**src/rtl/algn_md_splitter.sv**
```systemverilog
// Packs byte chunks into a two-word FIFO and issues MD RX transfers of the latched
// size at a running offset that wraps inside the bus word.
module algn_md_splitter #(
   parameter int ALGN_DATA_WIDTH   = 32,
   parameter int ALGN_OFFSET_WIDTH = $clog2(ALGN_DATA_WIDTH / 8),
   parameter int ALGN_SIZE_WIDTH   = $clog2(ALGN_DATA_WIDTH / 8) + 1
) (
   input  logic                         clk,
   input  logic                         reset_n,
   input  logic [ALGN_SIZE_WIDTH-1:0]   cfg_size,
   input  logic [ALGN_OFFSET_WIDTH-1:0] cfg_offset,
   input  logic                         in_valid,
   input  logic [ALGN_DATA_WIDTH-1:0]   in_data,
   input  logic [ALGN_SIZE_WIDTH-1:0]   in_size,
   output logic                         in_ready,
   output logic                         in_drop,
   output logic                         md_rx_valid,
   output logic [ALGN_DATA_WIDTH-1:0]   md_rx_data,
   output logic [ALGN_OFFSET_WIDTH-1:0] md_rx_offset,
   output logic [ALGN_SIZE_WIDTH-1:0]   md_rx_size,
   input  logic                         md_rx_ready,
   input  logic                         md_rx_err,
   output logic                         cfg_err,
   output logic [7:0]                   err_cnt
);
   localparam int BW = ALGN_DATA_WIDTH / 8;
   localparam int BN = 2 * BW;
   localparam int OW = ALGN_OFFSET_WIDTH;
   localparam int SW = ALGN_SIZE_WIDTH;
   localparam int CW = $clog2(BN + 1);
   localparam int IW = $clog2(BN);

   typedef enum logic {S_IDLE, S_BUSY} state_t;

   state_t                 r_state;
   logic [7:0]             r_buf [BN];
   logic [CW-1:0]          r_count;
   logic [SW-1:0]          r_size;
   logic [OW-1:0]          r_offset;
   logic                   r_valid;
   logic [ALGN_DATA_WIDTH-1:0] r_data;
   logic [OW-1:0]          r_md_off;
   logic [SW-1:0]          r_md_size;
   logic                   r_in_drop;
   logic                   r_cfg_err;
   logic [7:0]             r_err_cnt;

   logic [7:0]             w_buf_next [BN];
   logic [7:0]             w_in_byte [BW];
   logic [ALGN_DATA_WIDTH-1:0] w_ld_data;
   logic                   w_in_ready;
   logic                   w_accept;
   logic                   w_in_legal;
   logic                   w_cfg_latch;
   logic                   w_lat_legal;
   logic                   w_enough;
   logic                   w_done;
   logic                   w_load_idle;
   logic                   w_load;
   logic [CW-1:0]          w_push;
   logic [CW-1:0]          w_pop;
   logic [CW-1:0]          w_remain;
   logic [CW-1:0]          w_count_next;
   logic [OW-1:0]          w_off_adv;
   logic [OW-1:0]          w_ld_off;

   // Size must be a power of two no wider than the bus, offset aligned to it.
   function automatic logic f_cfg_legal(input logic [SW-1:0] s, input logic [OW-1:0] o);
      logic [SW-1:0] m;
      m = s - SW'(1);
      f_cfg_legal = (s != '0) && (s <= SW'(BW)) && ((s & m) == '0) && (({1'b0, o} & m) == '0);
   endfunction

   assign w_in_ready   = (r_count <= CW'(BW));
   assign w_accept     = in_valid & w_in_ready;
   assign w_in_legal   = (in_size != '0) && (in_size <= SW'(BW));
   assign w_push       = (w_accept && w_in_legal) ? CW'(in_size) : '0;

   assign w_cfg_latch  = (r_state == S_IDLE) && (r_count == '0);
   assign w_lat_legal  = f_cfg_legal(r_size, r_offset);
   assign w_enough     = (r_count >= CW'(r_size));
   assign w_done       = (r_state == S_BUSY) && md_rx_ready;
   assign w_load_idle  = (r_state == S_IDLE) && w_lat_legal && w_enough;
   assign w_load       = w_load_idle || (w_done && w_enough);
   assign w_pop        = w_load ? CW'(r_size) : '0;
   assign w_remain     = r_count - w_pop;
   assign w_count_next = w_remain + w_push;

   assign w_off_adv    = r_offset + r_size[OW-1:0];
   assign w_ld_off     = (r_state == S_BUSY) ? w_off_adv : r_offset;

   for (genvar gi = 0; gi < BW; gi++) begin : g_in
      assign w_in_byte[gi] = in_data[gi*8 +: 8];
   end

   // Head-of-buffer bytes placed at the load offset; everything else zero.
   for (genvar gi = 0; gi < BW; gi++) begin : g_ld
      logic [OW-1:0] w_rel;
      assign w_rel = OW'(gi) - w_ld_off;
      assign w_ld_data[gi*8 +: 8] =
         ((OW'(gi) >= w_ld_off) && ({1'b0, w_rel} < r_size)) ? r_buf[{1'b0, w_rel}] : 8'h00;
   end

   // Survivors shift down by the pop amount; pushed bytes land right after them.
   for (genvar gi = 0; gi < BN; gi++) begin : g_buf
      logic [CW-1:0] w_pos;
      logic [IW-1:0] w_src;
      logic [CW-1:0] w_rel;
      assign w_pos = CW'(gi);
      assign w_src = IW'(w_pos + w_pop);
      assign w_rel = w_pos - w_remain;
      assign w_buf_next[gi] = (w_pos < w_remain) ? r_buf[w_src] :
                              (w_rel < w_push)   ? w_in_byte[w_rel[OW-1:0]] :
                                                   r_buf[gi];
   end

   always_ff @(posedge clk or negedge reset_n) begin
      if (!reset_n) begin
         r_state   <= S_IDLE;
         r_buf     <= '{default: '0};
         r_count   <= '0;
         r_size    <= '0;
         r_offset  <= '0;
         r_valid   <= 1'b0;
         r_data    <= '0;
         r_md_off  <= '0;
         r_md_size <= '0;
         r_in_drop <= 1'b0;
         r_cfg_err <= 1'b0;
         r_err_cnt <= '0;
      end else begin
         r_buf     <= w_buf_next;
         r_count   <= w_count_next;
         r_in_drop <= w_accept & ~w_in_legal;

         if (w_cfg_latch) begin
            r_size    <= cfg_size;
            r_offset  <= cfg_offset;
            r_cfg_err <= ~f_cfg_legal(cfg_size, cfg_offset);
         end else if (w_done) begin
            r_offset  <= w_off_adv;
         end

         if (w_done && md_rx_err && (r_err_cnt != 8'hFF))
            r_err_cnt <= r_err_cnt + 8'd1;

         if (w_load) begin
            r_state   <= S_BUSY;
            r_valid   <= 1'b1;
            r_data    <= w_ld_data;
            r_md_off  <= w_ld_off;
            r_md_size <= r_size;
         end else if (w_done) begin
            r_state   <= S_IDLE;
            r_valid   <= 1'b0;
         end
      end
   end

   assign in_ready     = w_in_ready;
   assign in_drop      = r_in_drop;
   assign md_rx_valid  = r_valid;
   assign md_rx_data   = r_data;
   assign md_rx_offset = r_md_off;
   assign md_rx_size   = r_md_size;
   assign cfg_err      = r_cfg_err;
   assign err_cnt      = r_err_cnt;

endmodule

```
**config.mk**
```make
export PLATFORM = sky130hd
export DESIGN_NAME = algn_md_splitter
export DESIGN_NICKNAME = d
export VERILOG_FILES = /design/src/rtl/algn_md_splitter.sv
export SDC_FILE = /design/constraint.sdc
export NUM_CORES = 1
export LEC_CHECK = 0
export BUFFER_PORTS_ARGS = -buffer_cell sky130_fd_sc_hd__buf_4
export CORE_AREA = 2 2 252 180
export DETAILED_ROUTE_END_ITERATION = 8
export DIE_AREA = 0 0 254 182
export PLACE_DENSITY_LB_ADDON = 0.12
export SLEW_MARGIN = 25
export SYNTH_ARGS = -nofsm -noshare
export SYNTH_HDL_FRONTEND = slang
export SYNTH_SLANG_ARGS = --single-unit
```
**constraint.sdc**
```tcl
create_clock -name clk -period 10 [get_ports clk]
set_input_delay 0 -clock clk [delete_from_list [all_inputs] [get_ports clk]]
set_output_delay 0 -clock clk [all_outputs]
set_load 0.01 [all_outputs]
```
* After elaboration in Yosys (flattened, before gate mapping)
Index checks and enable logic that the tools add are counted.
Storage, ports and cells: flip-flop bits (word level) 121, input bits 45, logic and storage cells 247
Operators by class: add/subtract/negate cells 25, $lt $le $gt $ge 49, equality and inequality tests 1, mux-type cells 87, bitwise operators 29, reduce and logical (&&, ||, !) cells 38
Operators by type and width (count):
- two-way mux 8 bit | 60
- binary-select mux 8 bit (select 3 bit) | 12
- binary-select mux 8 bit (select 2 bit) | 8
- greater-or-equal comparator 4 bit (second input constant) | 12
- less-than comparator 4 x 3 -> 1 bit | 8
- NOT 3 -> 4 bit | 8
- greater-or-equal comparator 3 bit (second input constant) | 8
- NOT 2 -> 3 bit | 8
- nonzero test 2 bit | 10
- logical AND 1 bit | 19
- less-than comparator 3 x 4 -> 1 bit (first input constant) | 4
- NOT 2 -> 4 bit | 4
- subtractor 3 x 4 -> 4 bit (first input constant) | 4
- adder 3 bit (first input constant) | 4
- zero test 3 bit | 4
- less-than comparator 2 x 3 -> 1 bit | 4
- <= comparator 3 bit (second input constant) | 3
- nonzero test 3 bit | 3
- adder 8 x 1 -> 8 bit (second input constant) | 1
- less-than comparator 1 x 4 -> 1 bit (first input constant) | 2
- less-than comparator 2 x 4 -> 1 bit (first input constant) | 2
- inequality test 8 bit (second input constant) | 1
- subtractor 1 x 4 -> 4 bit (first input constant) | 2
- subtractor 2 x 4 -> 4 bit (first input constant) | 2
- other kinds (21) | 36

* Depth between registers and ports, before layout
Gate-level depths: netlist of the first run.
depth after elaboration 17, depth in mapped cells 26

* Worst setup path before layout of the first run
No wires, ideal clock.
path type register -> register, from register r_size[0], to register r_buf[40] (netlist bit), library setup time 0.122 ns, data arrival time 6.464 ns, data required time 9.878 ns, setup slack 3.415 ns, stages on the path, launching flop included 23, buffers on the path 5, cell sequence dfrtp_1 clkbuf_1 inv_1 clkbuf_1 ha_1 inv_1 ha_1 or4b_4 o31ai_4 nand2_4 nor2_4 clkbuf_1 ha_1 fa_1 ha_1 clkbuf_1 clkbuf_1 inv_1 ha_1 a21o_1 a221oi_2 mux2_2 a32o_1
Between the ends: word-level cells in the longest chain between the ends 17, elaborated cells on any way between the ends 32, classes of those cells 4 x add/sub; 4 x order compare; 9 x mux; 4 x bitwise; 11 x reduce/logical
RTL lines:
- start, declared | RTL line 38 | logic [SW-1:0] r_size;
- start signal, assigned | RTL line 137 | r_size <= cfg_size;
- subtractor 3 x 1 -> 3 bit | RTL line 70 | m = s - SW'(1);
- bitwise AND 3 bit | RTL line 71 | f_cfg_legal = (s != '0) && (s <= SW'(BW)) && ((s & m) == '0) && (({1'b0, o} & m) == '0);
- zero test 3 bit | RTL line 71
- logical AND 1 bit (2 in a row) | RTL line 71
- logical AND 1 bit (2 in a row) | RTL line 83 | assign w_load_idle = (r_state == S_IDLE) && w_lat_legal && w_enough;
- logical OR 1 bit | RTL line 84 | assign w_load = w_load_idle || (w_done && w_enough);
- two-way mux 3 bit (*) | RTL line 85 | assign w_pop = w_load ? CW'(r_size) : '0;
- subtractor 4 x 3 -> 4 bit | RTL line 86 | assign w_remain = r_count - w_pop;
- subtractor 2 x 4 -> 4 bit | RTL line 111 | assign w_rel = w_pos - w_remain;
- NOT 2 -> 3 bit (implied by the code) | RTL line 113 | (w_rel < w_push) ? w_in_byte[w_rel[OW-1:0]] :
- binary-select mux 8 bit (select 2 bit) | RTL line 113
- two-way mux 8 bit (implied by the code) (2 in a row) | RTL line 113
- two-way mux 8 bit | RTL line 113
- two-way mux 8 bit | RTL line 112 | assign w_buf_next[gi] = (w_pos < w_remain) ? r_buf[w_src] :
- end signal, assigned | RTL line 132 | r_buf <= w_buf_next;
- end, declared | RTL line 36 | logic [7:0] r_buf [BN];
Mark *: on every way between the ends. The rest lies on a longest branch, timed or not. The select of a mux whose other input is x is not followed. A chain may end at the register's enable or synchronous reset.

* Final worst setup path of the first run
from register r_size[1], to register r_buf[12] (netlist bit)
Between the ends: word-level cells in the longest chain between the ends 17, elaborated cells on any way between the ends 32, classes of those cells 4 x add/sub; 4 x order compare; 9 x mux; 4 x bitwise; 11 x reduce/logical
RTL lines (RTL line):
- subtractor 3 x 1 -> 3 bit | 70
- bitwise AND 3 bit | 71
- zero test 3 bit | 71
- logical AND 1 bit (2 in a row) | 71
- logical AND 1 bit (2 in a row) | 83
- logical OR 1 bit | 84
- two-way mux 3 bit (*) | 85
- subtractor 4 x 3 -> 4 bit | 86
- subtractor 3 x 4 -> 4 bit | 111
- NOT 2 -> 3 bit (implied by the code) | 113
- binary-select mux 8 bit (select 2 bit) | 113
- two-way mux 8 bit (implied by the code) (2 in a row) | 113
- two-way mux 8 bit | 113
- two-way mux 8 bit | 112
Marked as above.

==> impl_results.md, run 1 <==
* Post-DR vias/cell at 5.55
* CP Max Fanout at 45
* Commonest non-fill, non-tap cell in the layout: nand2_1
* Type of the tightest min-delay check: input pin to register
* Yosys top cell area share at 27.9%
* Fillers at 4652
* Die Wd at 254 um
* Slew Limit Fails at 0
* Final #Nets at 1221
* Sequential share of the synthesized area at 27.9%
* Post-synth EDFFs at 0
* DP HPWL at 30800 um
* Num CTS Buffers at 17
* Core Area at 44100 um^2
* R2R setup slack at 2.65 ns
* Register Area at 3030 um^2
* Area contributors post-synth: dfrtp_1, mux4_2, mux2i_1, nand2_1, ha_1
* Post-synthesis mux area share at 28.5%
* Post_cts resized at 0
* N_diodes at 0
* Run status: finished clean
* Initial DRC Count at 861
* Bufs on Longest Clock Path at 2
* Worst Setup End Kind: register
* Num rows at 65
* RR Startpoint: r_size[1]$_DFFE_PN0P_
* Post-synth ARST share at 100%
* First-pass detailed-route iteration total at 5
* Reg-to-Reg End: r_buf[12]$_DFFE_PN0P_
* Antenna Nets Post-Route at 0
* Least-Margin Pin Slew at 1.09 ns
* Maxcap violations at 0
* Setup tns final at 0 ns
* Total wire length at 41500 um
* WS Path Type: register to register
* Vias in the first global route at 9601
* Hold path start: in_data[1]
* Sink of the worst hold path: r_buf[49]$_DFFE_PN0P_
* Commonest non-fill, non-tap cells in the layout: nand2_1, dfrtp_1, buf_4
* Total track usage at 18.4%
* Yosys reg bits at 121
* Area growth from synthesis to layout at 18.3%
* Synth Area in Compound Gates at 20.5%
* Clk sink count at 121
* Adder-Cell Fraction of Synth Area at 5.28%
* Startpoint Class: register
* WL per Instance at 23.8 um
* Syn avg cell area at 10.1 um^2
* Main combinational cell family by area after synthesis: multiplexers
* Hold-fix buffers at CTS at 17
* PortBufs at 93
* Gate Count Post-Synth at 1070
* Chip Height at 182 um
* Period utilisation layout at 73.5%
* Hold Crit Depth at 4
* Setup slack after layout at 2.65 ns
* Ys flop type: dfrtp_1
* First-pass GRT wire length at 63600 um
* Synth Cell Area at 10800 um^2
* Crit path DAT at 7.65 ns
* Via count at 9693
* Dominant cell type by area after synthesis: dfrtp_1
* WP data required at 10.30 ns
* Final hold viol count at 0
* Pre-CTS setup slack at 2.73 ns
* DR DRC count at 0
* IO Pins at 94
* RSZ-0062 raised after global routing: false
* Setup Fix Bufs, Post-CTS at 0
* # setup viols final at 0
* Final min period at 7.35 ns
* Clk_lat worst skew at 0.44 ns
* Multi-input gate area at 7280 um^2
* Largest net degree at the start of global routing at 63
* Clock Tree Root: clkbuf_16
* Post-Synth Simple-Gate Area at 11.3%
* XOR/XNOR Fraction of Synth Area at 1.37%
* Net Count, Synth at 1159
* Yosys warns at 0
* DIE AREA at 46200 um^2
* R2R cell count at 24
* CTS tree: built
* Antenna violations before repair at 0
* Post-synth cell types at 78
* Starting Density at 24.6%
* Final GP Congestion at 0.841
* Fmax at 0.136 GHz
* Layout cells sized above 1 at 24.7%
* Worst-path clk slew at 0.06 ns
* Gr ovfl total at 0
* Rel. slew slack at 26.7%
* H-tree depth at 4
* Clk_skew at 0.0110 ns
worst max path at each step:
stage               cells after the start  slack, ns                     to                  start
finish                                 24       2.65  r_buf[12]$_DFFE_PN0P_  r_size[1]$_DFFE_PN0P_
global route                           24       1.89  r_buf[10]$_DFFE_PN0P_  r_size[1]$_DFFE_PN0P_
CTS                                    24       2.69   r_buf[9]$_DFFE_PN0P_  r_size[1]$_DFFE_PN0P_
detailed placement                     24       2.73   r_buf[9]$_DFFE_PN0P_  r_size[1]$_DFFE_PN0P_
global placement                       23       2.68   r_buf[8]$_DFFE_PN0P_  r_size[1]$_DFFE_PN0P_
floorplan                              22       3.41  r_buf[40]$_DFFE_PN0P_  r_size[0]$_DFFE_PN0P_
flip-flops by register name (all words and copies together), names as in the netlist:
register,count
cfg_err,1
err_cnt,8
in_drop,1
md_rx_data,32
md_rx_offset,2
md_rx_size,3
md_rx_valid,1
r_buf,64
r_count,4
r_offset,2
r_size,3
synthesized netlist by cell type (all sizes together) (6+ instances only):
master / instances
nand2: 141
dfrtp: 121
mux4: 85
mux2i: 81
clkbuf: 64
inv: 43
ha: 41
a21oi: 40
nor2: 40
o21ai: 35
mux2: 32
a32o: 27
buf: 27
o22ai: 27
a211oi: 25
a221o: 24
a22o: 24
nor3: 23
and3: 13
a221oi: 11
nand3: 11
o32ai: 10
xnor2: 10
nand4: 8
o31a: 8
a2111oi: 7
xor2: 7
a21o: 6
a311oi: 6
and2: 6
cell type report:
class	count	share of cell area, %
inverter	44	1.31
multi-input combinational	814	56.8
timing repair buffer	134	8.22
clock buffer	21	3.67
clock inverter	8	0.575
sequential	121	23.6
tap	603	5.88
critical path: stages, from the launching register on:
cell	delay, ns
dfrtp_2	0.34
buf_4	0.45
inv_1	0.35
ha_1	0.28
inv_1	0.05
ha_1	0.11
or4b_4	0.47
o31ai_4	0.50
nand2_4	0.49
nor2_4	0.19
buf_4	0.26
ha_2	0.24
fa_1	0.43
buf_4	0.27
inv_1	0.25
ha_1	0.38
xnor2_1	0.20
inv_1	0.07
ha_1	0.29
nand3b_1	0.08
nand2_1	0.18
o31ai_1	0.10
a221oi_1	0.72
clkdlybuf4s18_2	0.37
a2111oi_0	0.11
logic make-up (layout without fill, tap and decap cells):
family,after synthesis,count (layout)
xor gates and xnor gates,17,17
and+or+nand+nor,267,267
AOI/OAI and AO/OA,288,288
adders and majority gates,44,44
DFF,121,121
muxes,198,198
buffers and inverters,135,207
per-layer routing:
metal,routed length [um],global-route usage (%)
met5,0,0
met2,18500,27.6
met4,820,4.61
met1,20200,26.9
met3,1950,3.47
stage by stage:
step	cell area (um^2)	util, %	hold WS, ns	std cells
after global placement	12100	27.5	0.0766	1698
after CTS	12800	29.1	0.00139	1745
after detailed placement	12100	27.5	0.0687	1699
final	12800	29.1	0.0278	1745
after floorplan	10800	-	-0.296	1070
after global routing	12800	29.1	0.0222	1745
Power of run 1 is left out: the tool's default activity adds up to more than one toggle a clock period on the data nets, which glitch-free logic cannot reach.
==> run 2, diff against run 1 <==
==> constraint.sdc (replaced) <==
create_clock -name clk -period 7.5 [get_ports clk]
set_input_delay 0 -clock clk [delete_from_list [all_inputs] [get_ports clk]]
set_output_delay 0 -clock clk [all_outputs]
set_load 0.01 [all_outputs]
==> run 2 against run 1 <==
  * Flip-flop and latch count unchanged
  * Final area is 2.1% higher
  * Largest cell class unchanged
  * Utilization increased by 0.60 points
  * Maximum frequency up 9.7%
  * Sequential share of layout area decreased by 0.48 points
  * Hold slack is essentially flat
  * Count of clock-buffer cells in the layout fell by 1
  * Critical path depth shrank 3
==> impl_results.md, run 2 (synthesized netlist as in run 1, its figures left out) <==
* Run status: finished clean
* WL per Instance at 23.4 um
* Rel. slew slack at 29.8%
* Worst Setup End Kind: register
* Final min period at 6.70 ns
* Period utilisation layout at 89.3%
* Chip Height at 182 um
* CP Max Fanout at 27
* # setup viols final at 0
* Pre-CTS setup slack at 0.882 ns
* Commonest non-fill, non-tap cell in the layout: nand2_1
* Crit path DAT at 7.07 ns
* Placed inst area at 12200 um^2
* Clk sink count at 121
* WS Path Type: register to register
* First-pass detailed-route iteration total at 7
* Via count at 9765
* Top reg by flops: r_buf
* Total track usage at 18.1%
* Least-Margin Pin Slew at 1.05 ns
* DIE AREA at 46200 um^2
* Antenna violations before repair at 0
* Type of the tightest min-delay check: input pin to register
* PortBufs at 93
* Post_cts resized at 0
* Final GP Congestion at 0.860
* Slew Limit Fails at 0
* Setup tns final at 0 ns
* Die Wd at 254 um
* Layout cells sized above 1 at 25.6%
* Hold Crit Depth at 4
* RSZ-0062 raised after global routing: false
* CTS tree: built
* Vias in the first global route at 9631
* N_diodes at 0
* Num rows at 65
* Final #Nets at 1238
* Maxcap violations at 0
* Startpoint Class: register
* Setup slack after layout at 0.799 ns
* Clk_skew at 0.0144 ns
* Core Area at 44100 um^2
* Post-Layout Inst Area at 13100 um^2
* Commonest non-fill, non-tap cells in the layout: nand2_1, buf_4, dfrtp_1
* DR DRC count at 0
* Worst-path clk slew at 0.07 ns
* Final hold viol count at 0
* Setup Fix Bufs, Post-CTS at 0
* Post-DR vias/cell at 5.53
* Total wire length at 41300 um
* Largest net degree at the start of global routing at 68
* Clock Tree Root: clkbuf_16
* Starting Density at 24.6%
* First-pass GRT wire length at 62600 um
* Antenna Nets Post-Route at 0
* Hold-fix buffers at CTS at 25
* Gr ovfl total at 0
* Area growth from synthesis to layout at 20.8%
* Fmax at 0.149 GHz
* WP data required at 7.87 ns
* DP HPWL at 30400 um
* Clk_lat worst skew at 0.45 ns
* Num CTS Buffers at 17
* H-tree depth at 4
* IO Pins at 94
* Initial DRC Count at 870
* Bufs on Longest Clock Path at 2
* Max reg flops at 64
* R2R cell count at 21
## run 2: routing by layer
metal	wire (um)	global-route usage, %	vias up
met3	1820	2.45	50
met1	19900	26.5	5015
met4	964	5.36	0
li1	-	-	4369
met2	18600	27.6	331
met5	0	0	-
## run 2: final timing paths
path / from / endpoint / slack, ns
setup reg to reg: r_size[0]$_DFFE_PN0P_ / r_buf[22]$_DFFE_PN0P_ / 0.80
hold reg to reg: md_rx_size[2]$_DFFE_PN0N_ / md_rx_size[2]$_DFFE_PN0N_ / 0.47
setup / recovery: r_size[0]$_DFFE_PN0P_ / r_buf[22]$_DFFE_PN0P_ / 0.80
max in group asynchronous: reset_n / md_rx_data[15]$_DFFE_PN0N_ / 6.03
min in group asynchronous: reset_n / r_count[2]$_DFF_PN0_ / 0.17
hold / removal: in_data[12] / r_buf[52]$_DFFE_PN0P_ / 0.03
## run 2: critical path, stage by stage, from the launching register on
cell and delay (ns):
dfrtp_1 0.58, inv_1 0.46, ha_1 0.23, inv_1 0.04, ha_1 0.25, or4b_4 0.47
o31ai_4 0.49, nand2_4 0.09, nor2_4 0.42, ha_2 0.31, fa_1 0.41, buf_4 0.26
inv_1 0.26, nor2_1 0.10, nor2_1 0.13, inv_1 0.06, ha_1 0.26, a21oi_1 0.33
o2111ai_1 0.21, a31oi_1 0.88, o22ai_1 0.22, nor2_1 0.13
## run 2: through the flow
| stage | util [%] | hold slack, ns | instances |
|---|---|---|---|
| floorplan | - | -0.296 | 1070 |
| global placement | 27.6 | 0.0900 | 1707 |
| detailed placement | 27.6 | 0.0836 | 1707 |
| CTS | 29.7 | 0.00462 | 1764 |
| global route | 29.7 | 0.0652 | 1765 |
| finish | 29.7 | 0.0282 | 1765 |
## run 2: cell type report
class	count	area (um^2)
fillers	4619	31000
clock buffers	20	467
multi-input cells	814	7300
well taps	603	754
repair buffers	151	1200
flip-flops and latches	121	3030
clock inverters	12	184
inverters	44	168
Power of run 2 is left out for the same reason.
==> run 3, diff against run 2 <==
--- a/config.mk
+++ b/config.mk
@@ -5,11 +5,11 @@
 export SDC_FILE = /design/constraint.sdc
 export NUM_CORES = 1
 export LEC_CHECK = 0
+export ABC_AREA = 1
 export BUFFER_PORTS_ARGS = -buffer_cell sky130_fd_sc_hd__buf_4
-export CORE_AREA = 2 2 252 180
+export CORE_AREA = 2 2 245 175
 export DETAILED_ROUTE_END_ITERATION = 8
-export DIE_AREA = 0 0 254 182
-export PLACE_DENSITY_LB_ADDON = 0.12
+export DIE_AREA = 0 0 247 177
 export SLEW_MARGIN = 25
 export SYNTH_ARGS = -nofsm -noshare
 export SYNTH_HDL_FRONTEND = slang
==> run 3 against run 2 <==
  * Cell count is 23% higher
  * Clock skew is 0.0023 ns higher
  * Largest cell class unchanged
  * Non-clock buffer count shrank 32
  * Highest routed layer unchanged
  * Flip-flop and latch count stayed put
  * Critical path depth unchanged
  * Hold slack better by 0.074 ns
  * First-iteration DRC count increased by 51%
  * Synthesized cell count increased by 46%
==> impl_results.md, run 3 <==
* Run status: finished clean
* Layout cells sized above 1 at 10.1%
* Antenna Nets Post-Route at 0
* Yosys warns at 0
* Slew Limit Fails at 0
* Gate Count Post-Synth at 1561
* Clk sink count at 121
* Bufs on Longest Clock Path at 2
* DP HPWL at 32600 um
* Setup Fix Bufs, Post-CTS at 0
* Register Area at 3030 um^2
* Gr ovfl total at 0
* Clk_skew at 0.0166 ns
* Antenna violations before repair at 0
* Startpoint Class: register
* Total wire length at 43300 um
* Area contributors post-synth: dfrtp_1, nand3_1, nand2_1, o21ai_0, inv_1
* DR DRC count at 0
* N_diodes at 0
* First-pass detailed-route iteration total at 6
* Die Wd at 247 um
* Core Area at 41500 um^2
* PortBufs at 93
* CTS tree: built
* DIE AREA at 43700 um^2
* RR Startpoint: r_size[1]$_DFFE_PN0P_
* Yosys top cell area share at 29.6%
* RSZ-0062 raised after global routing: false
* Ys flop type: dfrtp_1
* Sequential share of the synthesized area at 29.6%
* CP max stage cell: buf_4
* Post_cts resized at 0
* Synth top cells by count: nand2_1, nand3_1, o21ai_0
* Multi-input gate area at 6170 um^2
* Total track usage at 19.8%
* Clock Tree Root: clkbuf_16
* Final GP Congestion at 0.992
* CP Max Fanout at 67
* Maxcap violations at 0
* Chip Height at 177 um
* Placed Cells at 2134
* Post-synth ARST share at 100%
* Top reg by flops: r_buf
* Clk_lat worst skew at 0.45 ns
* Commonest non-fill, non-tap cells in the layout: nand3_1, nand2_1, o21ai_0
* Crit-path cells: inv_1, ha_1, nand2_1, nand2_1, nand2_1, nand3_2, buf_4, nand2_2, buf_4, inv_1, nand2_2, ha_1, nand3_1, nand3_1, nand2_2, ha_1, inv_1, nor2_1, clkinv_1, o21a_1, a21oi_1
* Hold path start: in_size[0]
* WS Path Type: register to register
* Final hold viol count at 0
* Final min period at 5.56 ns
* Net Count, Synth at 1650
* Period utilisation layout at 74.2%
* Worst Setup End Kind: register
* Synth Cell Area at 10200 um^2
* Yosys reg bits at 121
* Vias in the first global route at 10700
* # setup viols final at 0
* Setup tns final at 0 ns
* Rel. slew slack at 31.8%
* IO Pins at 94
* Non-filler instance count after layout at 2176
* Crit path DAT at 5.94 ns
* Post-synth EDFFs at 0
* H-tree depth at 4
* Worst-path clk slew at 0.06 ns
* WHS at 0.102 ns
* Dominant cell type by area after synthesis: dfrtp_1
* WL per Instance at 19.9 um
* Worst Setup SP: r_size[1]$_DFFE_PN0P_
* Least-Margin Pin Slew at 1.02 ns
* Hold-fix buffers at CTS at 10
* Fillers at 4568
* Max incr delay on CP at 0.61 ns
* Initial DRC Count at 1314
* Syn avg cell area at 6.56 um^2
* Type of the tightest min-delay check: input pin to register
* Num CTS Buffers at 17
* WP data required at 7.88 ns
* Area growth from synthesis to layout at 17.5%
* Largest net degree at the start of global routing at 69
* Via count at 11600
* Most frequent cell after synthesis: nand2_1
* Num rows at 63
* Max reg flops at 64
* Starting Density at 24.6%
* Post-synth cell types at 43
* First-pass GRT wire length at 65300 um
* Fmax at 0.180 GHz
* Final #Nets at 1700
* Post-DR vias/cell at 5.31
run 3: final cells by class:
type / instances / share of cell area, %
sequential: 121 / 25.2
inverter: 167 / 5.21
clock buffer: 22 / 3.94
clock inverter: 10 / 0.988
tap: 552 / 5.74
multi-input combinational: 1185 / 51.3
timing repair buffer: 119 / 7.64
run 3: cell families after synthesis:
logic type / count (synthesis) / synth area share, %
buf+inv: 255 / 10.3
compound gates: 274 / 13.8
flops: 121 / 29.6
simple gates: 823 / 36.6
fa+ha+maj: 44 / 5.60
xor+xnor: 13 / 1.11
mux: 31 / 3.04
run 3: final timing paths:
kind                       slack [ns]                          to  depth (start not counted)
setup / recovery                 1.94       r_buf[43]$_DFFE_PN0P_                         21
hold / removal                   0.10        r_count[0]$_DFF_PN0_                          5
setup reg to reg                 1.94       r_buf[43]$_DFFE_PN0P_                         21
hold reg to reg                  0.48  md_rx_data[11]$_DFFE_PN0N_                          2
max in group asynchronous        5.76       r_size[0]$_DFFE_PN0P_                          3
min in group asynchronous        0.21       r_buf[24]$_DFFE_PN0P_                          2
run 3: critical path: cells and delay by family, from the launching register on:
kind | cells | cell delay (ns)
buffers and inverters | 6 | 2.07
and+or+nand+nor | 10 | 1.50
adders and majority gates | 3 | 1.08
AOI/OAI and AO/OA | 2 | 0.45
DFF | 1 | 0.38
run 3: per-layer routing:
metal / GRT usage, % / part of all wire [%] / wire (um)
met1: 28.1 / 44 / 19200
met2: 28.4 / 43 / 18600
met3: 5.03 / 8.9 / 3860
met4: 8.21 / 3.7 / 1600
met5: 0 / 0 / 0
run 3: stage by stage:
stage | setup slack, ns | utilization [%] | instance area (um^2)
CTS | 2.03 | 28.9 | 12000
floorplan | 2.20 | - | 10200
detailed placement | 2.07 | 27.3 | 11300
global route | 1.40 | 28.9 | 12000
global placement | 2.20 | 27.3 | 11300
finish | 1.94 | 28.9 | 12000
Power of run 3 is left out for the same reason.
